File: src/rtl/clock_step_ctrl.sv
// clock_step_ctrl: generates clk_en pulses for a stepped clock domain in manual, slow, fast or burst mode.
module clock_step_ctrl #(
  parameter int SLOW_LOG2 = 22,
  parameter int FAST_LOG2 = 2,
  parameter int DB_CYCLES = 50000,
  parameter int BURST_W   = 8
) (
  input  logic               clk,
  input  logic               rst,
  input  logic [1:0]         mode_i,
  input  logic               manual_btn_i,
  input  logic               halt_i,
  input  logic               burst_go_i,
  input  logic [BURST_W-1:0] burst_len_i,
  output logic               clk_en_o,
  output logic [1:0]         mode_cur_o,
  output logic               burst_busy_o,
  output logic [31:0]        en_count_o
);
  localparam int DB_W = $clog2(DB_CYCLES + 1);
  localparam logic [DB_W-1:0] DB_MAX = DB_W'(DB_CYCLES - 1);
  localparam logic [1:0] M_MANUAL = 2'b00, M_SLOW = 2'b01, M_FAST = 2'b10, M_BURST = 2'b11;
  typedef enum logic {IDLE, BURST} state_t;
  state_t state_q, state_d;
  logic [1:0] mode_s1_q, mode_s2_q, mode_cur_q, mode_cur_d;
  logic btn_s1_q, btn_s2_q, btn_s3_q;
  logic [DB_W-1:0] db_cnt_q, db_cnt_d;
  logic db_lvl_q, db_lvl_d, db_prev_q;
  logic [SLOW_LOG2-1:0] div_q, div_d;
  logic [BURST_W-1:0] rem_q, rem_d;
  logic clk_en_q, clk_en_d, busy_q;
  logic [31:0] en_count_q;
  logic mode_chg, go_ok, div_hit, man_hit;
  always_comb begin
    // mode is frozen while a burst runs and applied once the FSM is back in IDLE
    mode_cur_d = (state_q == IDLE) ? mode_s2_q : mode_cur_q;
    mode_chg = mode_cur_d != mode_cur_q;
    go_ok = burst_go_i && burst_len_i != '0 && state_q == IDLE && !halt_i &&
            mode_cur_q == M_BURST && mode_s2_q == M_BURST;
    div_hit = (mode_cur_q == M_SLOW && &div_q) || (mode_cur_q == M_FAST && &div_q[FAST_LOG2-1:0]);
    man_hit = mode_cur_q == M_MANUAL && db_lvl_q && !db_prev_q;
    state_d = state_q;
    rem_d = rem_q;
    if (go_ok) begin
      state_d = BURST;
      rem_d = burst_len_i;
    end else if (state_q == BURST && !halt_i) begin
      rem_d = rem_q - 1'b1;
      state_d = (rem_q == BURST_W'(1)) ? IDLE : BURST;
    end
    clk_en_d = !halt_i && !mode_chg && (state_q == BURST || div_hit || man_hit);
    div_d = mode_chg ? '0 : halt_i ? div_q : div_q + 1'b1;
    db_cnt_d = (btn_s2_q != btn_s3_q) ? '0 : (db_cnt_q == DB_MAX) ? db_cnt_q : db_cnt_q + 1'b1;
    db_lvl_d = (btn_s2_q == btn_s3_q && db_cnt_q == DB_MAX) ? btn_s2_q : db_lvl_q;
  end
  always_ff @(posedge clk) begin
    if (rst) begin
      state_q <= IDLE;
      mode_s1_q <= '0;
      mode_s2_q <= '0;
      mode_cur_q <= M_MANUAL;
      btn_s1_q <= 1'b0;
      btn_s2_q <= 1'b0;
      btn_s3_q <= 1'b0;
      db_cnt_q <= '0;
      db_lvl_q <= 1'b0;
      db_prev_q <= 1'b0;
      div_q <= '0;
      rem_q <= '0;
      clk_en_q <= 1'b0;
      busy_q <= 1'b0;
      en_count_q <= '0;
    end else begin
      state_q <= state_d;
      mode_s1_q <= mode_i;
      mode_s2_q <= mode_s1_q;
      mode_cur_q <= mode_cur_d;
      btn_s1_q <= manual_btn_i;
      btn_s2_q <= btn_s1_q;
      btn_s3_q <= btn_s2_q;
      db_cnt_q <= db_cnt_d;
      db_lvl_q <= db_lvl_d;
      db_prev_q <= db_lvl_q;
      div_q <= div_d;
      rem_q <= rem_d;
      clk_en_q <= clk_en_d;
      busy_q <= state_q == BURST;
      en_count_q <= en_count_q + {31'd0, clk_en_d};
    end
  end
  assign clk_en_o = clk_en_q;
  assign mode_cur_o = mode_cur_q;
  assign burst_busy_o = busy_q;
  assign en_count_o = en_count_q;
endmodule

File: config.mk
export PLATFORM = sky130hd
export DESIGN_NAME = clock_step_ctrl
export DESIGN_NICKNAME = d
export VERILOG_FILES = /design/src/rtl/clock_step_ctrl.sv
export SDC_FILE = /design/constraint.sdc
export NUM_CORES = 1
export LEC_CHECK = 0
export BUFFER_PORTS_ARGS = -buffer_cell sky130_fd_sc_hd__buf_2
export CORE_UTILIZATION = 50
export DETAILED_ROUTE_END_ITERATION = 8
export PLACE_DENSITY = 0.7
export SLEW_MARGIN = 25
export SYNTH_ARGS = -nofsm -noshare
export SYNTH_HDL_FRONTEND = slang
export SYNTH_SLANG_ARGS = --single-unit
File: constraint.sdc
create_clock -name clk -period 9.2 [get_ports clk]
set_input_delay 1.84 -clock clk [delete_from_list [all_inputs] [get_ports clk]]
set_output_delay 1.84 -clock clk [all_outputs]
set_load 0.01 [all_outputs]
Word-level counts from Yosys, hierarchy flattened
Cells that the tools add are included.
{"block": "classes", "bitwise_logic": 1, "n_addsub": 4, "order_cmp": 0, "n_div": 0, "muxes": 6, "n_eq_ne": 9, "n_shift": 0, "n_reduce_logical": 26, "mul": 0}
{"operator": "$add A32 B1 Y32", "count": 1}
{"operator": "$add A22 B1 Y22 const B", "count": 1}
{"operator": "$reduce_and A22 Y1", "count": 1}
{"operator": "$add A16 B1 Y16 const B", "count": 1}
{"operator": "$eq A16 B16 Y1 const B", "count": 1}
{"operator": "$mux W8", "count": 2}
{"operator": "$logic_and A1 B1 Y1", "count": 13}
{"operator": "$eq A8 B1 Y1 const B", "count": 1}
{"operator": "$reduce_bool A8 Y1", "count": 1}
{"operator": "$sub A8 B1 Y8 const B", "count": 1}
{"operator": "$eq A2 B2 Y1 const B", "count": 3}
{"operator": "$reduce_or A2 Y1", "count": 2}
{"operator": "$logic_not A1 Y1", "count": 3}
{"operator": "$logic_or A1 B1 Y1", "count": 3}
{"operator": "$mux W1", "count": 3}
{"operator": "$eq A2 B1 Y1 const B", "count": 1}
{"operator": "$logic_not A2 Y1", "count": 1}
{"operator": "$mux W2", "count": 1}
{"operator": "$ne A2 B2 Y1", "count": 1}
{"operator": "$reduce_and A2 Y1", "count": 1}
{"operator": "$reduce_bool A2 Y1", "count": 1}
{"operator": "$eq A1 B1 Y1", "count": 1}
{"operator": "$ne A1 B1 Y1", "count": 1}
{"operator": "$not A1 Y1", "count": 1}
{"block": "totals", "latchBits": 0, "out_inout_bits": 36, "mem_count": 0, "rom_bits": 0, "input_bits": 15, "ram_bits": 0, "elab_cells": 61, "register_bits": 92}

Longest topological paths before layout
Gate-level depths: netlist of the first run.
{"block": "depth", "ltp_word": 7, "mapped_depth": 12, "mapped_depth_nobuf": 11}

Worst setup path before layout of the first run
Ideal clock, no wire load.
{"block": "synth_timing", "path_kind": "input to register", "from": "input halt_i", "to": "register en_count_q[30] (netlist: en_count_o[30])", "stages": 10, "setup_ns": 0.070, "setup_slack_ns": 5.198, "t_arrival_ns": 3.932, "required_time_ns": 9.130, "n_path_buf": 1, "path_cell_list": "clkbuf_1 -> a21oi_1 -> nand2_1 -> nor2_1 -> ha_1 -> ha_1 -> nand2_1 -> or4_1 -> or4_1 -> a21oi_1"}
{"block": "synth_via", "elab_chain_len": 4}
{"element": "start: declaration", "line": "12", "rtl": "input logic halt_i,"}
{"element": "$logic_not A1 Y1", "line": "51", "rtl": "clk_en_d = !halt_i && !mode_chg && (state_q == BURST || div_hit || man_hit);"}
{"element": "$logic_and A1 B1 Y1 (2 in a row)", "line": "51"}
{"element": "via clk_en_d", "line": "31", "rtl": "logic clk_en_q, clk_en_d, busy_q;"}
{"element": "$add A32 B1 Y32", "line": "88", "rtl": "en_count_q <= en_count_q + {31'd0, clk_en_d};"}
{"element": "end signal: assignment", "line": "88"}
{"element": "end: declaration", "line": "32", "rtl": "logic [31:0] en_count_q;"}
The timed path passes the listed nets, and every way through them passes these cells.
A chain may end at the register's enable or synchronous reset.

Final worst setup path of the first run
{"block": "layout_timing", "from": "input halt_i", "to": "register en_count_q[26] (netlist: en_count_o[26])"}
Same word-level chain as after synthesis.

==> out/metrics.yaml, run 1 <==
logic_synthesis:
  synth-seq-cells: 92
  async_flop_share: 0
  ys_seq_area_frac: 0.434
  synth_flop_cell: "dfxtp_1"
  yosys_warnings: 0
  yosys.cell_types.count: 41
  synth_area_sq_mm: 0.00425
  avgSynthCellArea_sq_um: 8.60
  synth_cells: 494
  synth-edff-count: 0
  syn_nets: 515
power_and_ir_drop:
  vdd_drop_max_v: 0.0000916
  pwr-share-comb: 0.029
  intPower_uw: 595
  switching_share: 0.204
  finalPower_uw: 748
  p_sw_uw: 153
  pwr-share-clk: 0.430
  p_per_area_mw_per_mm2: 156
  p_leak_uw: 0.00162
  pwr-share-seq: 0.541
global_routing:
  grt_overflow_total: 0
  track_usage: 0.210
  grt_max_degree: 58
  grt_pass1_wl_mm: 15.0
  antenna_found_initial: 0
  first_global_vias: 3353
worst_setup_path:
  reg2regPathDepth: 10
  cp_cell_sequence: "buf_2 > a21oi_1 > nand2_1 > nor2_1 > ha_1 > ha_1 > nand2_1 > or4_1 > or4_1 > a21oi_1"
  worst-path-buf-inv: 1
  end_kind: "flop"
  crit_fanout: 13
  startpoint: "halt_i"
  r2r_start: "div_q[8]"
  crit_path_end: "en_count_o[26]"
  path_depth: 10
  worstPathArrival_ns: 4.13
  path_class: "in -> reg"
  critPathTopFamily: "simple AND/OR/NAND/NOR gates"
  r2r-end: "en_count_o[26]"
  start_kind: "input pin"
  r2r_setup_slack_ns: 5.64
  critical-path-max-stage-delay_ns: 0.62
  required_ns: 9.48
  critPathSlowestCell: "or4_1"
clocking:
  numCtsBuffers: 9
  root_buffer: "clkbuf_8"
  cts_resized: 0
  cts_tree: "built"
  cts_setup_buffers: 0
  cts_sinks: 92
  htree_levels: 3
  clkTransAtPathRegs_ns: 0.09
  insertion_delay_ns: 0.34
  hold_buffers: 0
  clockBufferDepth: 2
die:
  io_pins: 51
  dieArea_sq_mm: 0.00887
  row_count: 33
  die_h_um: 94.2
  start_util: 0.517
  core_sq_mm: 0.00822
  die_x_um: 94.2
place:
  gp_congestion: 0.794
  place_worst_setup_slack_ns: 4.98
  io_buffers: 50
  post-dp-hpwl_mm: 6.14
sta:
  tightest_slew_ns: 0.846
  hold_viol: 0
  slew_violations: 0
  tns_ns: 0
  finalCriticalPeriod_ns: 3.85
  grt_setup_unrepaired: "false"
  fmax_mhz: 260
  clock_skew_ns: 0.00985
  slew_headroom: 0.436
  fin_crit_sh: 0.419
  finalWorstSetupSlack_ns: 5.35
  final-setup-viol-count: 0
finish:
  final_common_cell: "dfxtp_1"
  n_antenna_cell: 0
  multi_input_area_sq_mm: 0.00227
  area_growth_pct: 12.8
  final_cell_mix: "dfxtp_1 (92), buf_2 (49), a21oi_1 (46), nor2_1 (43), or4_1 (28)"
  nFillCells: 780
  nets: 554
  drive_gt1_frac: 0.134
  ff_latch_area_sq_mm: 0.00184
drt:
  wire_per_inst_um: 13.7
  drt_iter0_markers: 121
  routed_wl_mm: 8.80
  vias_per_cell: 5.72
  vias: 3672
  drc_errors: 0
  ant_nets: 0
  drtPass1Iterations: 4
worst_hold_path:
  hold_class: "reg -> reg"
  min_from: "mode_s1_q[0]"
status:
  outcome: "completed"
run:
  drv_cap: 0
synth_stat cells, types with 5 or more instances:
cell      instances  area, sq um
nor2_1           43          161
o31ai_1          20          150
or3_1            13         81.3
and3_1            5         31.3
and4_1            6         52.6
nand2_1          27          101
xor2_1           11         96.3
inv_1            15         56.3
dfxtp_1          92         1840
xnor2_1          25          219
clkbuf_1         21         78.8
ha_1              6         75.1
o21ai_0          16         80.1
nand3_1          25          125
or4_1            28          210
a21oi_1          46          230
nand2b_1         12         75.1
nor3_1            9         45.0
nand4_1          11         68.8
nor4_1           12         75.1
nor2b_1          15         93.8
state kept, by name, summed over array words and instances (netlist names), 2 cells and up:
register / count
rem_q: 8
en_count_o: 32
db_cnt_q: 16
mode_s2_q: 2
mode_s1_q: 2
div_q: 22
mode_cur_o: 2
power groups by stage:
stage / logic [uW] / clock network (uW) / registers [uW]
2_1_floorplan: 15.0 / 0 / 413
3_3_place_gp: 21.3 / 0 / 414
3_5_place_dp: 21.9 / 0 / 414
4_1_cts: 21.9 / 329 / 405
5_1_grt: 24.4 / 348 / 405
6_report: 21.9 / 322 / 404
worst min path at each step:
stage	to	slack [ns]	cells after the start
finish	mode_s2_q[0]	0.45	1
global route	btn_s2_q	0.47	1
CTS	btn_s2_q	0.45	1
detailed placement	mode_s2_q[0]	0.43	1
global placement	mode_s2_q[0]	0.42	1
floorplan	btn_s2_q	0.41	1
per-stage QoR:
step,cell area [sq um],utilization,cells,hold WS [ns]
6_report,4790,0.583,642,0.455
2_1_floorplan,4250,-,494,0.414
3_5_place_dp,4550,0.554,627,0.430
5_1_grt,4790,0.583,642,0.473
4_1_cts,4790,0.583,642,0.453
3_3_place_gp,4540,0.553,627,0.417
kinds of logic after synthesis:
kind of cell,share of synthesized area
flops,0.434
simple gates,0.289
xor+xnor,0.0742
fa+ha+maj,0.0177
mux,0.0147
buf+inv,0.0330
compound gates,0.137
layer usage:
metal | GRT usage | up-vias | share of wire
met1 | 0.278 | 1748 | 0.50
met4 | 0.0769 | 0 | 0.011
met2 | 0.340 | 49 | 0.46
met3 | 0.0380 | 8 | 0.030
li1 | - | 1867 | -
met5 | 0 | - | 0
final cells by class:
cell class                 instances  area share
inverter                          15      0.0118
tap                              105      0.0274
timing repair buffer              50      0.0528
multi-input combinational        365       0.474
clock inverter                     5      0.0209
sequential                        92       0.384
clock buffer                      10      0.0287
(Power assumes the default switching activity.)
==> run 2, diff against run 1 <==
clock period = 3.64 ns   (was 9.2 ns; I/O delays follow)
==> run 2 against run 1 <==
Clock power grew 120%. Via count shrank 0.25%. Setup slack lost 5.1 ns. Global-route usage grew 0.14 points. Clock skew grew 0.0017 ns. Final cell count grew 0.62%. Clock-buffer cell count is the same. First-iteration DRC count grew 50%. Wire length grew 1.0%. Register-to-register slack lost 5.4 ns. Cell area shrank 0.21%. Critical endpoint unchanged. Largest power group unchanged.
==> out/metrics.yaml, run 2 (synthesized netlist as in run 1, its figures left out) <==
power_and_ir_drop:
  p_sw_uw: 427
  pwr-share-clk: 0.397
  p_leak_uw: 0.00161
  pwr-share-comb: 0.032
  intPower_uw: 1360
  pwr-share-seq: 0.572
  p_per_area_mw_per_mm2: 374
  vdd_drop_max_v: 0.000201
  switching_share: 0.239
drt:
  wire_per_inst_um: 13.8
  drt_iter0_markers: 181
  vias_per_cell: 5.67
  drc_errors: 0
  vias: 3663
  ant_nets: 0
  drtPass1Iterations: 4
  routed_wl_mm: 8.89
sta:
  fmax_mhz: 298
  hold_viol: 0
  fin_crit_sh: 0.922
  tightest_slew_ns: 0.851
  tns_ns: 0
  slew_headroom: 0.433
  grt_setup_unrepaired: "false"
  slew_violations: 0
  finalWorstSetupSlack_ns: 0.282
  finalCriticalPeriod_ns: 3.36
  final-setup-viol-count: 0
  clock_skew_ns: 0.0116
worst_setup_path:
  start_kind: "flop"
  crit_fanout: 6
  cp_common_cell: "ha_2"
  critical-path-max-stage-delay_ns: 0.58
  required_ns: 3.94
  cp_cell_sequence: "ha_2 > nand3_2 > or3_1 > o31a_1 > nor2_1 > ha_2 > ha_1 > nand2_1 > or4_4 > or4_1 > a21oi_1"
  path_class: "reg -> reg"
  critPathSlowestCell: "or4_4"
  end_kind: "flop"
  worstPathArrival_ns: 3.65
run:
  drv_cap: 0
clocking:
  insertion_delay_ns: 0.37
  clockBufferDepth: 2
  clkTransAtPathRegs_ns: 0.09
  htree_levels: 3
  cts_sinks: 92
  cts_setup_buffers: 0
  cts_tree: "built"
  cts_resized: 0
  numCtsBuffers: 9
  hold_buffers: 0
  root_buffer: "clkbuf_8"
finish:
  area_growth_pct: 12.6
  largest_reg_flops: 32
  final_common_cell: "dfxtp_1"
  final_cell_mix: "dfxtp_1 (92), buf_2 (50), a21oi_1 (46), nor2_1 (43)"
  n_antenna_cell: 0
  nets: 557
  drive_gt1_frac: 0.144
place:
  post-dp-hpwl_mm: 6.06
  gp_congestion: 0.776
  io_buffers: 50
  place_worst_setup_slack_ns: 0.225
status:
  outcome: "completed"
die:
  core_sq_mm: 0.00822
  start_util: 0.517
  io_pins: 51
  dieArea_sq_mm: 0.00887
  row_count: 33
  die_h_um: 94.2
  die_x_um: 94.2
worst_hold_path:
  hold_class: "reg -> reg"
global_routing:
  first_global_vias: 3376
  track_usage: 0.212
  antenna_found_initial: 0
  grt_overflow_total: 0
  grt_pass1_wl_mm: 15.0
  grt_max_degree: 50
## run 2: through the flow
stage                     instances  hold WS, ns  total power (uW)  cell area (sq um)   util
after floorplan                 494        0.414              1080               4250      -
after global placement          630        0.420              1100               4570  0.556
after detailed placement        630        0.434              1100               4570  0.556
after CTS                       646        0.454              1800               4770  0.580
after global routing            646        0.473              1840               4780  0.582
final                           646        0.454              1790               4780  0.582
## run 2: area by class of cell
cell class,count,area [sq um]
Clock buffer,10,128
Clock inverter,6,72.6
Fill cell,733,3440
Inverter,15,56.3
Multi-Input combinational cell,365,2280
Sequential cell,92,1840
Tap cell,105,131
Timing Repair Buffer,53,273
## run 2: worst paths after layout
path | slack, ns | from | depth (start not counted) | endpoint
worst min register to register | 0.45 | btn_s1_q | 1 | btn_s2_q
worst min-delay path | 0.45 | btn_s1_q | 1 | btn_s2_q
worst max register to register | 0.28 | div_q[0] | 11 | en_count_o[26]
worst max-delay path | 0.28 | div_q[0] | 11 | en_count_o[26]
## run 2: per-layer routing
layer	vias up	GRT usage	share of wire
li1	1879	-	-
met1	1715	0.281	0.51
met2	56	0.333	0.44
met3	13	0.0364	0.030
met4	0	0.0974	0.020
met5	-	0	0
## run 2: worst max-delay path, delay by kind of cell (launching register included)
kind	cells	cell delay (ns)
adders and majority gates	3	0.64
AOI/OAI and AO/OA	2	0.46
DFF	1	0.38
and+or+nand+nor	6	1.82
## run 2: power by group through the flow
stage | combinational, uW | sequential, uW | clock, uW
2_1_floorplan | 37.9 | 1040 | 0
6_report | 56.5 | 1020 | 709
3_3_place_gp | 55.2 | 1050 | 0
3_5_place_dp | 56.6 | 1050 | 0
4_1_cts | 56.9 | 1020 | 717
5_1_grt | 63.9 | 1020 | 757
==> run 3, diff against run 2 <==
ABC_AREA = 1   (was unset)
==> run 3 against run 2 <==
Worst hold slack got worse by 0.039 ns. Non-clock buffer count fell by 2. Utilization fell by 0.66 points. Register-to-register slack improved by 0.85 ns. Setup slack improved by 0.85 ns. Maximum frequency rose by 34%. Wire length rose by 18%. Clock-buffer cell count rose by 1.
==> out/metrics.yaml, run 3 <==
power_and_ir_drop:
  switching_share: 0.234
  pwr-share-comb: 0.036
  p_leak_uw: 0.00207
  intPower_uw: 1300
  p_sw_uw: 395
  pwr-share-clk: 0.361
  pwr-share-seq: 0.603
  vdd_drop_max_v: 0.000168
  p_per_area_mw_per_mm2: 318
drt:
  ant_nets: 0
  wire_per_inst_um: 11.8
  drc_errors: 0
  vias: 4438
  drtPass1Iterations: 5
  drt_iter0_markers: 161
  routed_wl_mm: 10.5
  vias_per_cell: 4.98
sta:
  slew_violations: 0
  fin_crit_sh: 0.688
  fmax_mhz: 399
  hold_viol: 0
  finalWorstSetupSlack_ns: 1.13
  clock_skew_ns: 0.0145
  grt_setup_unrepaired: "false"
  slew_headroom: 0.603
  final-setup-viol-count: 0
  finalCriticalPeriod_ns: 2.51
  tightest_slew_ns: 0.595
  whs_ns: 0.414
  tns_ns: 0
logic_synthesis:
  syn_nets: 726
  yosysMostFrequentCell: "nand2_1"
  synth_common_cells: "nand2_1 (172), nor2_1 (121), dfxtp_1 (92), inv_1 (81)"
  yosys.cell_types.count: 38
  async_flop_share: 0
  muxShareOfSynthArea: 0
  avgSynthCellArea_sq_um: 6.76
  ys_seq_area_frac: 0.386
  synth_simple_gate_area_frac: 0.412
  synth_area_leader_cell: "dfxtp_1"
  yosys_warnings: 0
  synthAdderAreaFrac: 0.0157
  synth-seq-cells: 92
  synth_compound_area_frac: 0.0745
  synth_area_sq_mm: 0.00477
  synth_top_area_share: 0.386
  synth_flop_cell: "dfxtp_1"
  synth_top_family_by_area: "simple AND/OR/NAND/NOR gates"
  synthXorXnorAreaFrac: 0.0367
  synth_cells: 705
  synth-edff-count: 0
  synth_area_leaders: "dfxtp_1 (39%), nand2_1 (14%), nor2_1 (9.5%), inv_1 (6.4%), a21oi_1 (4.6%)"
worst_setup_path:
  start_kind: "flop"
  crit_fanout: 6
  path_class: "reg -> reg"
  r2r_setup_slack_ns: 1.13
  required_ns: 3.90
  worstPathArrival_ns: 2.76
  end_kind: "flop"
finish:
  nFillCells: 931
  final_cell_mix: "nand2_1 (172), nor2_1 (121), dfxtp_1 (92), inv_1 (81), buf_2 (50)"
  largest_reg_flops: 32
  n_antenna_cell: 0
  drive_gt1_frac: 0.144
  area_growth_pct: 11.5
  final_common_cell: "nand2_1"
  nets: 780
worst_hold_path:
  hold_class: "reg -> reg"
global_routing:
  grt_overflow_total: 0
  antenna_found_initial: 0
  track_usage: 0.220
  grt_pass1_wl_mm: 17.5
  grt_max_degree: 41
  first_global_vias: 3976
clocking:
  root_buffer: "clkbuf_8"
  cts_resized: 0
  cts_tree: "built"
  cts_setup_buffers: 0
  htree_levels: 3
  hold_buffers: 0
  cts_sinks: 92
  insertion_delay_ns: 0.36
  clkTransAtPathRegs_ns: 0.08
  clockBufferDepth: 2
  numCtsBuffers: 9
die:
  dieArea_sq_mm: 0.00993
  start_util: 0.516
  core_sq_mm: 0.00924
  die_x_um: 99.7
  io_pins: 51
  row_count: 35
  die_h_um: 99.7
place:
  gp_congestion: 0.903
  io_buffers: 50
  place_worst_setup_slack_ns: 1.11
  post-dp-hpwl_mm: 7.91
status:
  outcome: "completed"
run:
  drv_cap: 0
==> run 3: changes by cell type after synthesis, sizes merged, moves of 20 or more <==
cell | previous run | this run
nand2 | 27 | 183
nand3 | 25 | 47
nor2 | 43 | 146
inv | 15 | 83
or4 | 28 | 0
o31ai | 20 | 0
==> run 3: stage by stage <==
step | total power, uW | instances | utilization | area, sq um
floorplan | 1080 | 705 | - | 4770
global placement | 1100 | 877 | 0.557 | 5150
detailed placement | 1100 | 877 | 0.557 | 5150
CTS | 1710 | 892 | 0.575 | 5320
global route | 1760 | 892 | 0.575 | 5320
finish | 1690 | 892 | 0.575 | 5320
==> run 3: per-layer routing <==
layer | wire length, um | share of wire | vias to the layer above | track usage
li1 | - | - | 2342 | -
met1 | 4980 | 0.47 | 1989 | 0.279
met2 | 4910 | 0.47 | 89 | 0.368
met3 | 411 | 0.039 | 18 | 0.0394
met4 | 218 | 0.021 | 0 | 0.0905
met5 | 0 | 0 | - | 0
==> run 3: final timing paths <==
kind                              startpoint        endpoint  cells after the start
worst min register to register  mode_s1_q[0]    mode_s2_q[0]                      2
worst min-delay path            mode_s1_q[0]    mode_s2_q[0]                      2
worst max register to register      div_q[0]  en_count_o[20]                     20
worst max-delay path                div_q[0]  en_count_o[20]                     20
==> run 3: cell type report <==
type	count	area [sq um]	area share
clock buffer	11	141	0.0266
clock inverter	4	26.3	0.00494
inverter	84	317	0.0596
multi-input combinational	521	2570	0.484
sequential	92	1840	0.347
tap	129	161	0.0304
timing repair buffer	51	258	0.0485
==> run 3: critical path: stages (launching register included) <==
cell	delay, ns
dfxtp_1	0.37
ha_1	0.20
nand2_1	0.10
nor2_1	0.10
nand2_1	0.06
nor2_1	0.09
nand3_1	0.07
nand3_1	0.08
nand2_1	0.07
inv_1	0.06
ha_1	0.16
ha_1	0.18
nand2_1	0.06
inv_1	0.16
nand3_4	0.14
nor2_4	0.17
nand2_2	0.09
nor2_2	0.10
nand2_1	0.05
nand2_1	0.06
nor2_1	0.04
==> run 3: cell families (layout without fill, tap and decap cells) <==
| group | count (synthesis) | in the layout |
|---|---|---|
| AOI/OAI and AO/OA | 68 | 68 |
| xor gates and xnor gates | 20 | 20 |
| adders and majority gates | 6 | 6 |
| buffers and inverters | 92 | 150 |
| DFF | 92 | 92 |
| and+or+nand+nor | 427 | 427 |
==> run 3: power groups by stage <==
stage | combinational (uW) | clock [uW] | sequential (uW)
CTS | 61.6 | 630 | 1020
detailed placement | 61.2 | 0 | 1040
floorplan | 42.2 | 0 | 1040
global placement | 59.6 | 0 | 1040
global route | 68.6 | 669 | 1020
finish | 60.3 | 611 | 1020
